`src/rtl/uart_rx.sv`:
```
// UART receive stage: oversampled start detect, 3-sample majority vote per bit,
// 8 data bits LSB first, even parity, stop check, valid/ready holding register
// and registered clear-to-send toward the peer transmitter.
module uart_rx #(
  parameter int unsigned OVERSAMPLE = 16
) (
  input  logic       clk,
  input  logic       rst_n,
  input  logic       tick_i,
  input  logic       rx_i,
  input  logic       rx_enable_i,
  output logic       rx_cts_n_o,
  output logic [7:0] rx_d_o,
  output logic       rx_d_valid_o,
  input  logic       rx_d_ready_i,
  output logic       rx_perr_o,
  output logic       frame_err_o,
  output logic       overrun_o,
  input  logic       clear_err_i
);

  localparam int unsigned TW = $clog2(OVERSAMPLE);
  localparam logic [TW-1:0] VoteA   = TW'(OVERSAMPLE / 2 - 1);
  localparam logic [TW-1:0] VoteB   = TW'(OVERSAMPLE / 2);
  localparam logic [TW-1:0] VoteC   = TW'(OVERSAMPLE / 2 + 1);
  localparam logic [TW-1:0] TcntMax = TW'(OVERSAMPLE - 1);
  localparam logic [TW-1:0] TcntOne = TW'(1);

  typedef enum logic [2:0] {StIdle, StStart, StData, StParity, StStop} state_e;

  state_e          state_q, state_d;
  logic            sync1_q, sync2_q, rx_p_q;
  logic [TW-1:0]   tcnt_q, tcnt_d;
  logic [3:0]      bcnt_q, bcnt_d;
  logic [1:0]      samp_q, samp_d;
  logic [7:0]      shreg_q, shreg_d;
  logic            pbit_q, pbit_d;
  logic [7:0]      rx_d_q, rx_d_d;
  logic            valid_q, valid_d;
  logic            perr_q, perr_d;
  logic            ferr_q, ferr_d;
  logic            ovr_q, ovr_d;
  logic            cts_n_q;
  logic            rx_s, vote, pop;

  assign rx_s = sync2_q;
  assign pop  = valid_q & rx_d_ready_i;
  // Majority of the two stored samples and the live third sample.
  assign vote = (samp_q[0] & samp_q[1]) | (samp_q[0] & rx_s) | (samp_q[1] & rx_s);

  // Next-state: frame FSM, bit sampling, holding register and sticky flags.
  always_comb begin
    state_d = state_q;
    tcnt_d  = tcnt_q;
    bcnt_d  = bcnt_q;
    samp_d  = samp_q;
    shreg_d = shreg_q;
    pbit_d  = pbit_q;
    rx_d_d  = rx_d_q;
    perr_d  = perr_q;
    valid_d = valid_q & ~rx_d_ready_i;
    ferr_d  = ferr_q & ~clear_err_i;
    ovr_d   = ovr_q & ~clear_err_i;

    if (!rx_enable_i) begin
      state_d = StIdle;
      tcnt_d  = '0;
    end else if (tick_i) begin
      if (state_q == StIdle) begin
        tcnt_d = '0;
        // The edge tick itself counts as tick 0 of the start bit.
        if (rx_p_q && !rx_s) begin
          state_d = StStart;
          tcnt_d  = TcntOne;
        end
      end else begin
        tcnt_d = (tcnt_q == TcntMax) ? '0 : tcnt_q + 1'b1;
        if (tcnt_q == VoteA) samp_d[0] = rx_s;
        if (tcnt_q == VoteB) samp_d[1] = rx_s;
        if (tcnt_q == VoteC) begin
          case (state_q)
            StStart: begin
              if (vote) begin
                state_d = StIdle;
                tcnt_d  = '0;
              end else begin
                state_d = StData;
                bcnt_d  = '0;
              end
            end
            StData: begin
              shreg_d = {vote, shreg_q[7:1]};
              bcnt_d  = bcnt_q + 4'd1;
              if (bcnt_q == 4'd7) state_d = StParity;
            end
            StParity: begin
              pbit_d  = vote;
              state_d = StStop;
            end
            StStop: begin
              // Rest of the stop bit is spent in idle so a back-to-back start edge is caught.
              state_d = StIdle;
              tcnt_d  = '0;
              if (!vote) begin
                ferr_d = 1'b1;
              end else if (valid_q && !pop) begin
                ovr_d = 1'b1;
              end else begin
                rx_d_d  = shreg_q;
                perr_d  = pbit_q ^ (^shreg_q);
                valid_d = 1'b1;
              end
            end
            default: ;
          endcase
        end
      end
    end
  end

  // State and output registers, synchronous active-low reset.
  always_ff @(posedge clk) begin
    if (!rst_n) begin
      state_q <= StIdle;
      sync1_q <= 1'b1;
      sync2_q <= 1'b1;
      rx_p_q  <= 1'b1;
      tcnt_q  <= '0;
      bcnt_q  <= '0;
      samp_q  <= '0;
      shreg_q <= '0;
      pbit_q  <= 1'b0;
      rx_d_q  <= '0;
      valid_q <= 1'b0;
      perr_q  <= 1'b0;
      ferr_q  <= 1'b0;
      ovr_q   <= 1'b0;
      cts_n_q <= 1'b1;
    end else begin
      state_q <= state_d;
      sync1_q <= rx_i;
      sync2_q <= sync1_q;
      if (tick_i) rx_p_q <= rx_s;
      tcnt_q  <= tcnt_d;
      bcnt_q  <= bcnt_d;
      samp_q  <= samp_d;
      shreg_q <= shreg_d;
      pbit_q  <= pbit_d;
      rx_d_q  <= rx_d_d;
      valid_q <= valid_d;
      perr_q  <= perr_d;
      ferr_q  <= ferr_d;
      ovr_q   <= ovr_d;
      cts_n_q <= valid_q | ~rx_enable_i;
    end
  end

  assign rx_d_o       = rx_d_q;
  assign rx_d_valid_o = valid_q;
  assign rx_perr_o    = perr_q;
  assign frame_err_o  = ferr_q;
  assign overrun_o    = ovr_q;
  assign rx_cts_n_o   = cts_n_q;

endmodule
```
`config.mk`:
```
export PLATFORM = sky130hd
export DESIGN_NAME = uart_rx
export DESIGN_NICKNAME = d
export VERILOG_FILES = /design/src/rtl/uart_rx.sv
export SDC_FILE = /design/constraint.sdc
export NUM_CORES = 1
export LEC_CHECK = 0
export ABC_AREA = 0
export ABC_CLOCK_PERIOD_IN_PS = 2400
export CELL_PAD_IN_SITES_DETAIL_PLACEMENT = 1
export CELL_PAD_IN_SITES_GLOBAL_PLACEMENT = 2
export CORE_UTILIZATION = 35
export CTS_CLUSTER_DIAMETER = 120
export DETAILED_ROUTE_END_ITERATION = 8
export PLACE_DENSITY = 0.83
export SETUP_SLACK_MARGIN = 0.3
export SLEW_MARGIN = 20
export SYNTH_ARGS = -nofsm -noshare
export SYNTH_HDL_FRONTEND = slang
export SYNTH_SLANG_ARGS = --single-unit
```
`constraint.sdc`:
```
create_clock -name clk -period 2.4 [get_ports clk]
set_clock_uncertainty 0.1 [all_clocks]
set_input_delay 0.6 -clock clk [delete_from_list [all_inputs] [get_ports clk]]
set_output_delay 0.6 -clock clk [all_outputs]
set_load 0.01 [all_outputs]
```
Yosys cells after proc, flatten, opt, wreduce, memory -nomap -nowiden

Cells that the tools add are included.

Output and inout port bits: 13
Flip-flop bits (word level): 38

Bitwise gates (word level): 16
Eq/ne operators: 12
$add $sub $neg: 2
Reduce and logical (&&, ||, !) cells: 17
Mux-type cells: 34

Operators with widths:

| operator            | number |
|---|---|
| $mux 1              | 21 |
| $mux 4              | 5 |
| $pmux 4 s2          | 2 |
| $reduce_and 5->1    | 3 |
| $eq 4x4->1 const B  | 3 |
| $mux 3              | 4 |
| $pmux 3 s4          | 1 |
| $add 4x1->4 const B | 2 |
| $eq 4x3->1 const B  | 2 |
| $reduce_and 4->1    | 2 |
| $reduce_xor 8->1    | 1 |
| $and 1x1->1         | 7 |
| $reduce_and 7->1    | 1 |
| $eq 3x2->1 const B  | 2 |
| $reduce_and 6->1    | 1 |
| $not 1->1           | 5 |
| $reduce_bool 5->1   | 1 |
| $reduce_bool 2->1   | 2 |
| $eq 3x1->1 const B  | 1 |
| $eq 3x3->1 const B  | 1 |
| $logic_not 3->1     | 1 |
| $ne 3x3->1 const B  | 1 |
| $or 1x1->1          | 3 |
| $logic_and 1x1->1   | 2 |
| 6 further kinds     | 7 |

Longest topological paths before layout

Gate-level depths: netlist (run 1).

Depth in word-level cells: 10
Depth in mapped cells: 8
Gate-level depth less buffers: 7

Worst setup path before layout (run 1)

No wires, ideal clock.

Path kind: input port to flip-flop
Start: input tick_i
End: register shreg_q[7]
Arrival time: 1,540 ps
Slack: 644 ps
Path buffers: 2
Stages on the path: 7
Library setup time: 116 ps
Cell sequence: buf_2 nand2_1 nor3_4 and3_4 buf_12 mux2i_1 nor2b_1

Longest elaborated chain between the ends: 1

Ends and longest elaborated chain:

| what                              | line | text |
|---|---|---|
| start, declared                   | 9    | `input logic tick_i,` |
| $reduce_and 5->1 (no source line) | --   |  |
| end signal, assigned              | 147  | `shreg_q <= shreg_d;` |
| end, declared                     | 36   | `logic [7:0] shreg_q, shreg_d;` |

Every way passes these cells.
A chain may end at the register's enable or synchronous reset.

Worst setup path after layout (run 1)

Start: input tick_i
End: register state_q[1]

Longest elaborated chain between the ends: 1

Ends and longest elaborated chain:

| what                              | line | text |
|---|---|---|
| $reduce_and 5->1 (no source line) | --   |  |
| end signal, assigned              | 124  | `state_q <= StIdle;` |
| end signal, assigned              | 140  | `state_q <= state_d;` |
| end, declared                     | 31   | `state_e state_q, state_d;` |

Every way passes these cells.

==> results of run 1 <==
cells by family (layout without fill, tap and decap cells):
| logic type | after synthesis | in the layout | synth area share [%] |
|---|---|---|---|
| buffers and inverters | 15 | 34 | 4.52 |
| muxes | 23 | 23 | 12.4 |
| DFF | 38 | 38 | 41.0 |
| AOI/OAI and AO/OA | 27 | 27 | 9.64 |
| xor gates and xnor gates | 7 | 7 | 4.05 |
| and+or+nand+nor | 74 | 74 | 25.1 |
| adders and majority gates | 5 | 5 | 3.30 |
cells in the mapped netlist (all sizes together) (2+ instances only):
cell	instances
o22ai	2
o21ai	7
nand2	11
nand4	2
a21oi	8
xnor2	5
mux2i	23
nor2	9
inv	6
a211o	2
and3	5
nand2b	5
and2	4
nor2b	23
dfxtp	38
clkbuf	3
nor3	3
nand4b	2
nor3b	4
a21boi	2
ha	4
nand3	2
buf	6
stage by stage:
stage	setup WS, ns	instance area, sq um
finish	0.367	2190
global route	0.282	2190
CTS	0.349	2190
detailed placement	0.0525	2110
global placement	0.133	2110
floorplan	0.644	1860
metal layers:
layer | GRT usage (%) | vias up | routed length [um]
met5 | 0 | - | 0
met4 | 5.87 | 0 | 59
met3 | 4.55 | 6 | 106
met2 | 25.4 | 18 | 1830
met1 | 20.7 | 655 | 1910
li1 | - | 690 | -
worst reg2reg max path: stages (launching register included):
cell and delay, ns:
dfxtp_1 0.45, ha_1 0.26, and3b_2 0.26, nand2_1 0.09, nor3b_1 0.41, mux2i_1 0.26, nor2_1 0.05
how the worst min path moves through the flow:
stage | from | end | slack (ns) | cells past startpoint
5_1_grt | sync1_q$_SDFF_PN1_ | rx_s$_SDFF_PN1_ | 0.33 | 1
6_report | sync1_q$_SDFF_PN1_ | rx_s$_SDFF_PN1_ | 0.31 | 1
3_3_place_gp | sync1_q$_SDFF_PN1_ | rx_s$_SDFF_PN1_ | 0.29 | 1
4_1_cts | sync1_q$_SDFF_PN1_ | rx_s$_SDFF_PN1_ | 0.32 | 1
3_5_place_dp | sync1_q$_SDFF_PN1_ | rx_s$_SDFF_PN1_ | 0.30 | 1
2_1_floorplan | sync1_q$_SDFF_PN1_ | rx_s$_SDFF_PN1_ | 0.29 | 1
sequential cells by signal, indices dropped and copies added (netlist names):
register / cells
rx_d_o: 8
rx_p_q: 1
samp_q: 2
tcnt_q: 4
pbit_q: 1
rx_s: 1
rx_d_valid_o: 1
sync1_q: 1
bcnt_q: 4
overrun_o: 1
shreg_q: 8
rx_perr_o: 1
state_q: 3
frame_err_o: 1
rx_cts_n_o: 1
area by class of cell:
cell class	count	share of cell area [%]
clock buffer	6	3.77
inverter	6	1.03
multi-input combinational	136	46.2
sequential	38	34.7
tap	70	4.00
timing repair buffer	22	10.3
placed cells by master, fill, tap and decap left out, types with 2 or more instances in the layout:
cell type,n
nand2b_1,5
and3_1,4
nor2b_1,22
xnor2_1,5
nand4b_1,2
ha_1,4
o21ai_0,7
and2_1,3
a21boi_0,2
a21oi_1,7
nor3b_1,3
nor2_1,9
nand2_1,11
nor3_1,2
dfxtp_1,38
mux2i_1,23
nand3_1,2
inv_1,6
buf_4,2
o22ai_1,2
clkbuf_8,6
clkdlybuf4s50_1,19
report_power, final:
group / internal [mW] / switching (mW)
clock: 0.222 / 0.209
sequential: 0.634 / 0.00329
combinational: 0.0251 / 0.0206
what timing repair did:
item / CTS / global route
setup endpoints to repair: 0 / 1
gates resized for setup: 0 / 1
hold endpoints to repair: 0 / 0
==> results.yml, run 1 <==
cells_and_area:
  drive_gt1_share_pct: 10.6
  final.fill_count: 592
  regArea_sq_um: 761
  syn2layout_area_growth_pct: 18.1
  diodes: 0
  fin_nets: 220
  post-route-util_pct: 42.9
  layout.cells.non_filler: 278
  multiInputGateArea_sq_um: 1010
sta:
  fin_crit_sh_pct: 84.7
  rsz0062_at_grt: "true"
  worst_slew_pin_slew_ns: 0.512
  tns_ns: 0
  finalHoldViolCount: 0
  finalCriticalPeriod_ns: 2.03
  max_freq_mhz: 492
  setup_viol: 0
  slew_viol_final: 0
  hold_ws_ns: 0.312
  relSlewSlack_pct: 65.9
critical_path:
  startpoint: "tick_i"
  crit_arrival_ns: 2.09
  path_delay_family: "buffers and inverters"
  reg2reg_from: "tcnt_q[0]$_SDFFE_PN0P_"
  critPathCaptureType: "flop"
  slowest_delay_ns: 0.54
  cp_num_buf_inv: 2
  crit_cells: 6
  crit_chain: "clkdlybuf4s50_1 -> buf_4 -> nand2_1 -> nor3b_1 -> mux2i_1 -> nor2_1"
  crit_fanout: 5
  ff2ff_setup_slack_ns: 0.40
  ff2ff_path_depth: 6
  crit_path_start_kind: "primary input"
  crit_path_top_delay_cell: "clkdlybuf4s50_1"
  crit_type: "in2reg"
  regToRegEndpoint: "state_q[1]$_SDFFE_PN0P_"
  cp-endpoint: "state_q[1]$_SDFFE_PN0P_"
  worstPathRequired_ns: 2.46
detailed_routing:
  wl_mm: 3.91
  viasPerCell: 4.92
  first_iter_violations: 58
  first_pass_iters: 4
  drc: 0
  dr_total_vias: 1369
  ant_nets: 0
  avgRoutedWirePerCell_um: 14.1
clock_network:
  clkTransAtPathRegs_ns: 0.07
  cts_tree: "built"
  cts-hold-fix-buffers: 0
  clkLatencyLatePin_ns: 0.28
  cts-root-buf: "clkbuf_8"
  clock_sinks: 38
  post_cts_buffers: 0
  clock_path_buffers: 2
  cts_buffers: 5
  cts_max_level: 2
global_routing:
  grt_pass1_vias: 1463
  grt_pass1_wl_mm: 6.71
  grt_use_total_pct: 16.0
  overflow: 0
  grt_antenna_before_repair: 0
  grt_max_degree: 31
yosys:
  yosysWarningCount: 0
  synth_edf_count: 0
  ys_seq_elements: 38
  synth.area.top_cells: "dfxtp_1, mux2i_1, nor2b_1"
  netlist-cell-type-count: 46
  seq_area_frac_synth_pct: 41.0
  netlist_area_sq_um: 1860
  syn_avg_cell_area_sq_um: 9.82
  synth.largest_area_cell: "dfxtp_1"
  synth_ff_type: "dfxtp_1"
  async_flop_share_pct: 0
  syn_nets: 200
  syn_inst: 189
  synth_top_area_share_pct: 41.0
die:
  num_io_pins: 20
  fp.dieH_um: 74.8
  initial_utilization_pct: 36.3
  core_area_sq_um: 5110
  rows: 26
  design.die.area_sq_um: 5600
  die_w_um: 74.8
placement:
  dp.cells: 272
  routabilityCongestion: 0.784
  place_hpwl_mm: 2.88
  io_buffers: 19
power:
  power_mw: 1.11
  p_per_area_nw_per_um2: 508
  leakage_nw: 0.770
  irDropWorstVdd_uv: 293
status:
  status: "completed"
run:
  maxCapViolations: 0
hold_path:
  hold_path_class: "reg2reg"
(Power assumes the default switching activity.)
==> inputs of run 2 (changes only) <==
ABC_CLOCK_PERIOD_IN_PS = 2000   (was 2400)
clock period = 2 ns   (was 2.4 ns; I/O delays follow)
==> results.yml, run 2 (synthesized netlist as in run 1, its figures left out) <==
cells_and_area:
  post-route-util_pct: 47.9
  layout_common_cells: "dfxtp_1, nor2b_1, mux2i_1, buf_4, dlygate4sd2_1"
  syn2layout_area_growth_pct: 31.8
  diodes: 0
  fin_nets: 243
  final_common_cell: "dfxtp_1"
  drive_gt1_share_pct: 25.3
  layout.cells.non_filler: 303
  final.fill_count: 580
critical_path:
  crit_type: "reg2reg"
  crit_arrival_ns: 1.78
  ff2ff_setup_slack_ns: 0.29
  crit_fanout: 5
  ff2ff_path_depth: 8
  crit_path_start_kind: "flop"
  reg2reg_from: "tcnt_q[1]$_SDFFE_PN0P_"
  regToRegEndpoint: "rx_d_o[3]$_SDFFE_PN0P_"
  worstPathRequired_ns: 2.07
  critPathCaptureType: "flop"
power:
  irDropWorstVdd_uv: 263
  power_mw: 1.34
  p_per_area_nw_per_um2: 550
  leakage_nw: 0.991
detailed_routing:
  first_pass_iters: 4
  dr_total_vias: 1475
  first_iter_violations: 36
  avgRoutedWirePerCell_um: 15.0
  ant_nets: 0
  drc: 0
  wl_mm: 4.55
  viasPerCell: 4.87
sta:
  slew_viol_final: 0
  layout_setup_ws_ns: 0.294
  worst_slew_pin_slew_ns: 0.283
  rsz0062_at_grt: "true"
  setup_viol: 0
  finalCriticalPeriod_ns: 1.71
  fin_crit_sh_pct: 85.3
  finalHoldViolCount: 0
  max_freq_mhz: 586
  tns_ns: 0
  relSlewSlack_pct: 81.1
die:
  core_area_sq_um: 5110
  rows: 26
  die_w_um: 74.8
  fp.dieH_um: 74.8
  initial_utilization_pct: 36.3
  design.die.area_sq_um: 5600
  num_io_pins: 20
clock_network:
  cts-root-buf: "clkbuf_8"
  cts_max_level: 2
  clock_sinks: 38
  clkTransAtPathRegs_ns: 0.08
  clock_path_buffers: 2
  cts_buffers: 5
  cts_tree: "built"
  clkLatencyLatePin_ns: 0.28
hold_path:
  whs_endpoint: "rx_s$_SDFF_PN1_"
  min_path_cells: 1
  hold_path_class: "reg2reg"
  hp-start: "sync1_q$_SDFF_PN1_"
placement:
  dp.cells: 282
  place_ws_ns: -0.202
  routabilityCongestion: 0.750
  io_buffers: 19
  place_hpwl_mm: 3.05
global_routing:
  grt_pass1_wl_mm: 7.61
  grt_antenna_before_repair: 0
  grt_use_total_pct: 18.2
  overflow: 0
  grt_max_degree: 17
  grt_pass1_vias: 1580
status:
  status: "completed"
run:
  maxCapViolations: 0
[run 2: cell count changes in the layout (fill, tap and decap cells not counted), moves of 3 or more]
cell	delta
buf_4	+20
clkdlybuf4s50_1	-15
nor3b_1	-3
dfxtp_1	-5
dlygate4sd2_1	+15
dfxtp_2	+3
[run 2: what timing repair did]
| action | in CTS | in global routing |
|---|---|---|
| hold endpoints to repair | 0 | 0 |
| endpoints found under the setup margin | 38 | 22 |
| buffers inserted | 7 | 4 |
| gates cloned | 1 | 1 |
| pin swaps | 2 | 7 |
| resized for setup | 29 | 11 |
| hold buffers | 0 | 0 |
[run 2: critical path, stage by stage (launching register included)]
cell and delay (ns):
dfxtp_2 0.33, inv_2 0.07, ha_4 0.14, and3b_2 0.25, nand4_4 0.10, nor2b_4 0.20
buf_12 0.14, mux2i_2 0.19, nor2b_1 0.06
[run 2: stage by stage]
| step | hold slack, ns | instance area, sq um |
|---|---|---|
| 2_1_floorplan | 0.286 | 1860 |
| 3_3_place_gp | 0.291 | 2180 |
| 3_5_place_dp | 0.302 | 2180 |
| 4_1_cts | 0.325 | 2370 |
| 5_1_grt | 0.345 | 2440 |
| 6_report | 0.317 | 2440 |
[run 2: area by class of cell]
class / instances / area [sq um] / area share [%]
Clock buffer: 6 / 72.6 / 2.97
Clock inverter: 2 / 13.8 / 0.563
Inverter: 6 / 22.5 / 0.921
Multi-Input combinational cell: 137 / 1080 / 44.3
Sequential cell: 38 / 772 / 31.6
Tap cell: 70 / 87.6 / 3.58
Timing Repair Buffer: 44 / 393 / 16.1
[run 2: worst max-delay path by stage]
stage	from	to	slack, ns	depth (start not counted)
5_1_grt	tcnt_q[1]$_SDFFE_PN0P_	state_q[1]$_SDFFE_PN0P_	0.20	8
4_1_cts	tcnt_q[1]$_SDFFE_PN0P_	rx_d_o[1]$_SDFFE_PN0P_	0.26	8
3_5_place_dp	tick_i	rx_d_o[1]$_SDFFE_PN0P_	-0.20	7
2_1_floorplan	tcnt_q[0]$_SDFFE_PN0P_	shreg_q[7]$_SDFFE_PN0P_	0.32	7
6_report	tcnt_q[1]$_SDFFE_PN0P_	rx_d_o[3]$_SDFFE_PN0P_	0.29	8
3_3_place_gp	tick_i	rx_d_o[6]$_SDFFE_PN0P_	-0.13	7
[run 2: layer usage]
metal  track usage [%]  vias to the layer above  part of all wire [%]
met5                 0                        -                     0
met4              6.29                        0                   1.3
met3              3.61                        4                   1.9
met2              30.4                       18                    50
met1              23.3                      715                    46
li1                  -                      738                     -
[run 2: report_power, final]
part	total [mW]	internal, mW	switching (mW)
Combinational	0.0679	0.0369	0.0310
Sequential	0.761	0.758	0.00243
Clock	0.516	0.246	0.270
Total	1.34	1.04	0.303
==> inputs of run 3 (changes only) <==
CORE_MARGIN = 1   (was default)
SETUP_SLACK_MARGIN = 0.05   (was 0.3)
==> results.yml, run 3 (synthesized netlist as in run 1, its figures left out) <==
cells_and_area:
  layout_common_cells: "dfxtp_1, nor2b_1, mux2i_1"
  post-route-util_pct: 44.9
  multiInputGateArea_sq_um: 1030
  layout.cells.non_filler: 290
  final_common_cell: "dfxtp_1"
  diodes: 0
  drive_gt1_share_pct: 16.8
  final_area_sq_um: 2290
  syn2layout_area_growth_pct: 23.6
  fin_nets: 230
  final.fill_count: 580
  regArea_sq_um: 762
critical_path:
  crit_fanout: 9
  ff2ff_path_depth: 8
  crit_path_start_kind: "primary input"
  reg2reg_from: "tcnt_q[1]$_SDFFE_PN0P_"
  regToRegEndpoint: "rx_d_o[3]$_SDFFE_PN0P_"
  critPathCaptureType: "flop"
  crit_arrival_ns: 1.95
  worstPathRequired_ns: 2.08
  ff2ff_setup_slack_ns: 0.17
  crit_type: "in2reg"
detailed_routing:
  ant_nets: 0
  dr_total_vias: 1423
  first_pass_iters: 5
  avgRoutedWirePerCell_um: 14.2
  first_iter_violations: 41
  viasPerCell: 4.91
  wl_mm: 4.11
  drc: 0
global_routing:
  overflow: 0
  grt_antenna_before_repair: 0
  grt_use_total_pct: 16.5
  grt_pass1_vias: 1459
  grt_pass1_wl_mm: 6.99
  grt_max_degree: 17
clock_network:
  cts-root-buf: "clkbuf_8"
  clkTransAtPathRegs_ns: 0.08
  cts_buffers: 5
  clock_path_buffers: 2
  cts_max_level: 2
  cts_tree: "built"
  clkLatencyLatePin_ns: 0.29
  clock_sinks: 38
die:
  rows: 26
  fp.dieH_um: 74.8
  core_area_sq_um: 5110
  initial_utilization_pct: 36.3
  design.die.area_sq_um: 5600
  die_w_um: 74.8
  num_io_pins: 20
placement:
  dp.cells: 282
  io_buffers: 19
  place_hpwl_mm: 3.05
  routabilityCongestion: 0.750
  dpl_cell_area_sq_um: 2180
sta:
  hold_ws_ns: 0.318
  rsz0062_at_grt: "false"
  finalCriticalPeriod_ns: 1.87
  finalHoldViolCount: 0
  tns_ns: 0
  relSlewSlack_pct: 64.8
  setup_viol: 0
  fin_crit_sh_pct: 93.4
  worst_slew_pin_slew_ns: 0.523
  slew_viol_final: 0
  max_freq_mhz: 535
power:
  pwr-share-comb_pct: 4.7
  p_int_mw: 1.04
  leakage_nw: 0.824
  irDropWorstVdd_uv: 301
  p_per_area_nw_per_um2: 589
  p_sw_share_pct: 22.8
  power.share.sequential_pct: 56.5
  clock_power_share_pct: 38.7
  p_sw_uw: 308
hold_path:
  min_path_cells: 1
  hp-start: "sync1_q$_SDFF_PN1_"
  whs_endpoint: "rx_s$_SDFF_PN1_"
  hold_path_class: "reg2reg"
run:
  maxCapViolations: 0
status:
  status: "completed"
[run 3: critical path, cell delays in order]
cell,delay [ns]
clkdlybuf4s50_1,0.53
and2_4,0.19
nand4_2,0.11
nor2b_2,0.18
buf_12,0.16
mux2i_2,0.20
nor2b_1,0.06
[run 3: area by class of cell]
cell class / count / share of cell area (%)
clock buffer: 6 / 3.16
clock inverter: 2 / 0.600
inverter: 6 / 0.982
multi-input combinational: 136 / 45.1
sequential: 38 / 33.2
tap: 70 / 3.82
timing repair buffer: 32 / 13.1
[run 3: power by group through the flow]
stage	sequential, mW	combinational (mW)	clock (mW)
after floorplan	0.781	0.0308	0
after global placement	0.781	0.0614	0
after detailed placement	0.781	0.0624	0
after CTS	0.763	0.0630	0.538
after global routing	0.764	0.0696	0.576
final	0.763	0.0640	0.523
[run 3: routing by layer]
layer | track usage, % | wire length [um] | up-vias
met5 | 0 | 0 | -
met4 | 5.03 | 37 | 0
met3 | 3.61 | 90 | 4
met2 | 26.4 | 1960 | 17
met1 | 22.3 | 2030 | 690
li1 | - | - | 712
[run 3: timing repair]
item	4_1_cts	5_1_grt
setup buffers	0	0
endpoints found under the setup margin	0	12
hold buffers	0	0
resized for setup	0	6
[run 3: per-stage QoR]
| stage | power [mW] | worst slack, ns |
|---|---|---|
| floorplan | 0.811 | 0.317 |
| global placement | 0.842 | -0.132 |
| detailed placement | 0.843 | -0.202 |
| CTS | 1.36 | 0.0970 |
| global route | 1.41 | 0.0568 |
| finish | 1.35 | 0.131 |
[run 3: how the worst max path moves through the flow]
stage	startpoint	endpoint	slack [ns]	cells past startpoint
2_1_floorplan	tcnt_q[0]$_SDFFE_PN0P_	shreg_q[7]$_SDFFE_PN0P_	0.32	7
3_3_place_gp	tick_i	rx_d_o[6]$_SDFFE_PN0P_	-0.13	7
3_5_place_dp	tick_i	rx_d_o[1]$_SDFFE_PN0P_	-0.20	7
4_1_cts	tick_i	rx_d_o[1]$_SDFFE_PN0P_	0.1	7
5_1_grt	tcnt_q[1]$_SDFFE_PN0P_	rx_d_o[0]$_SDFFE_PN0P_	0.06	8
6_report	tick_i	rx_d_o[3]$_SDFFE_PN0P_	0.13	7
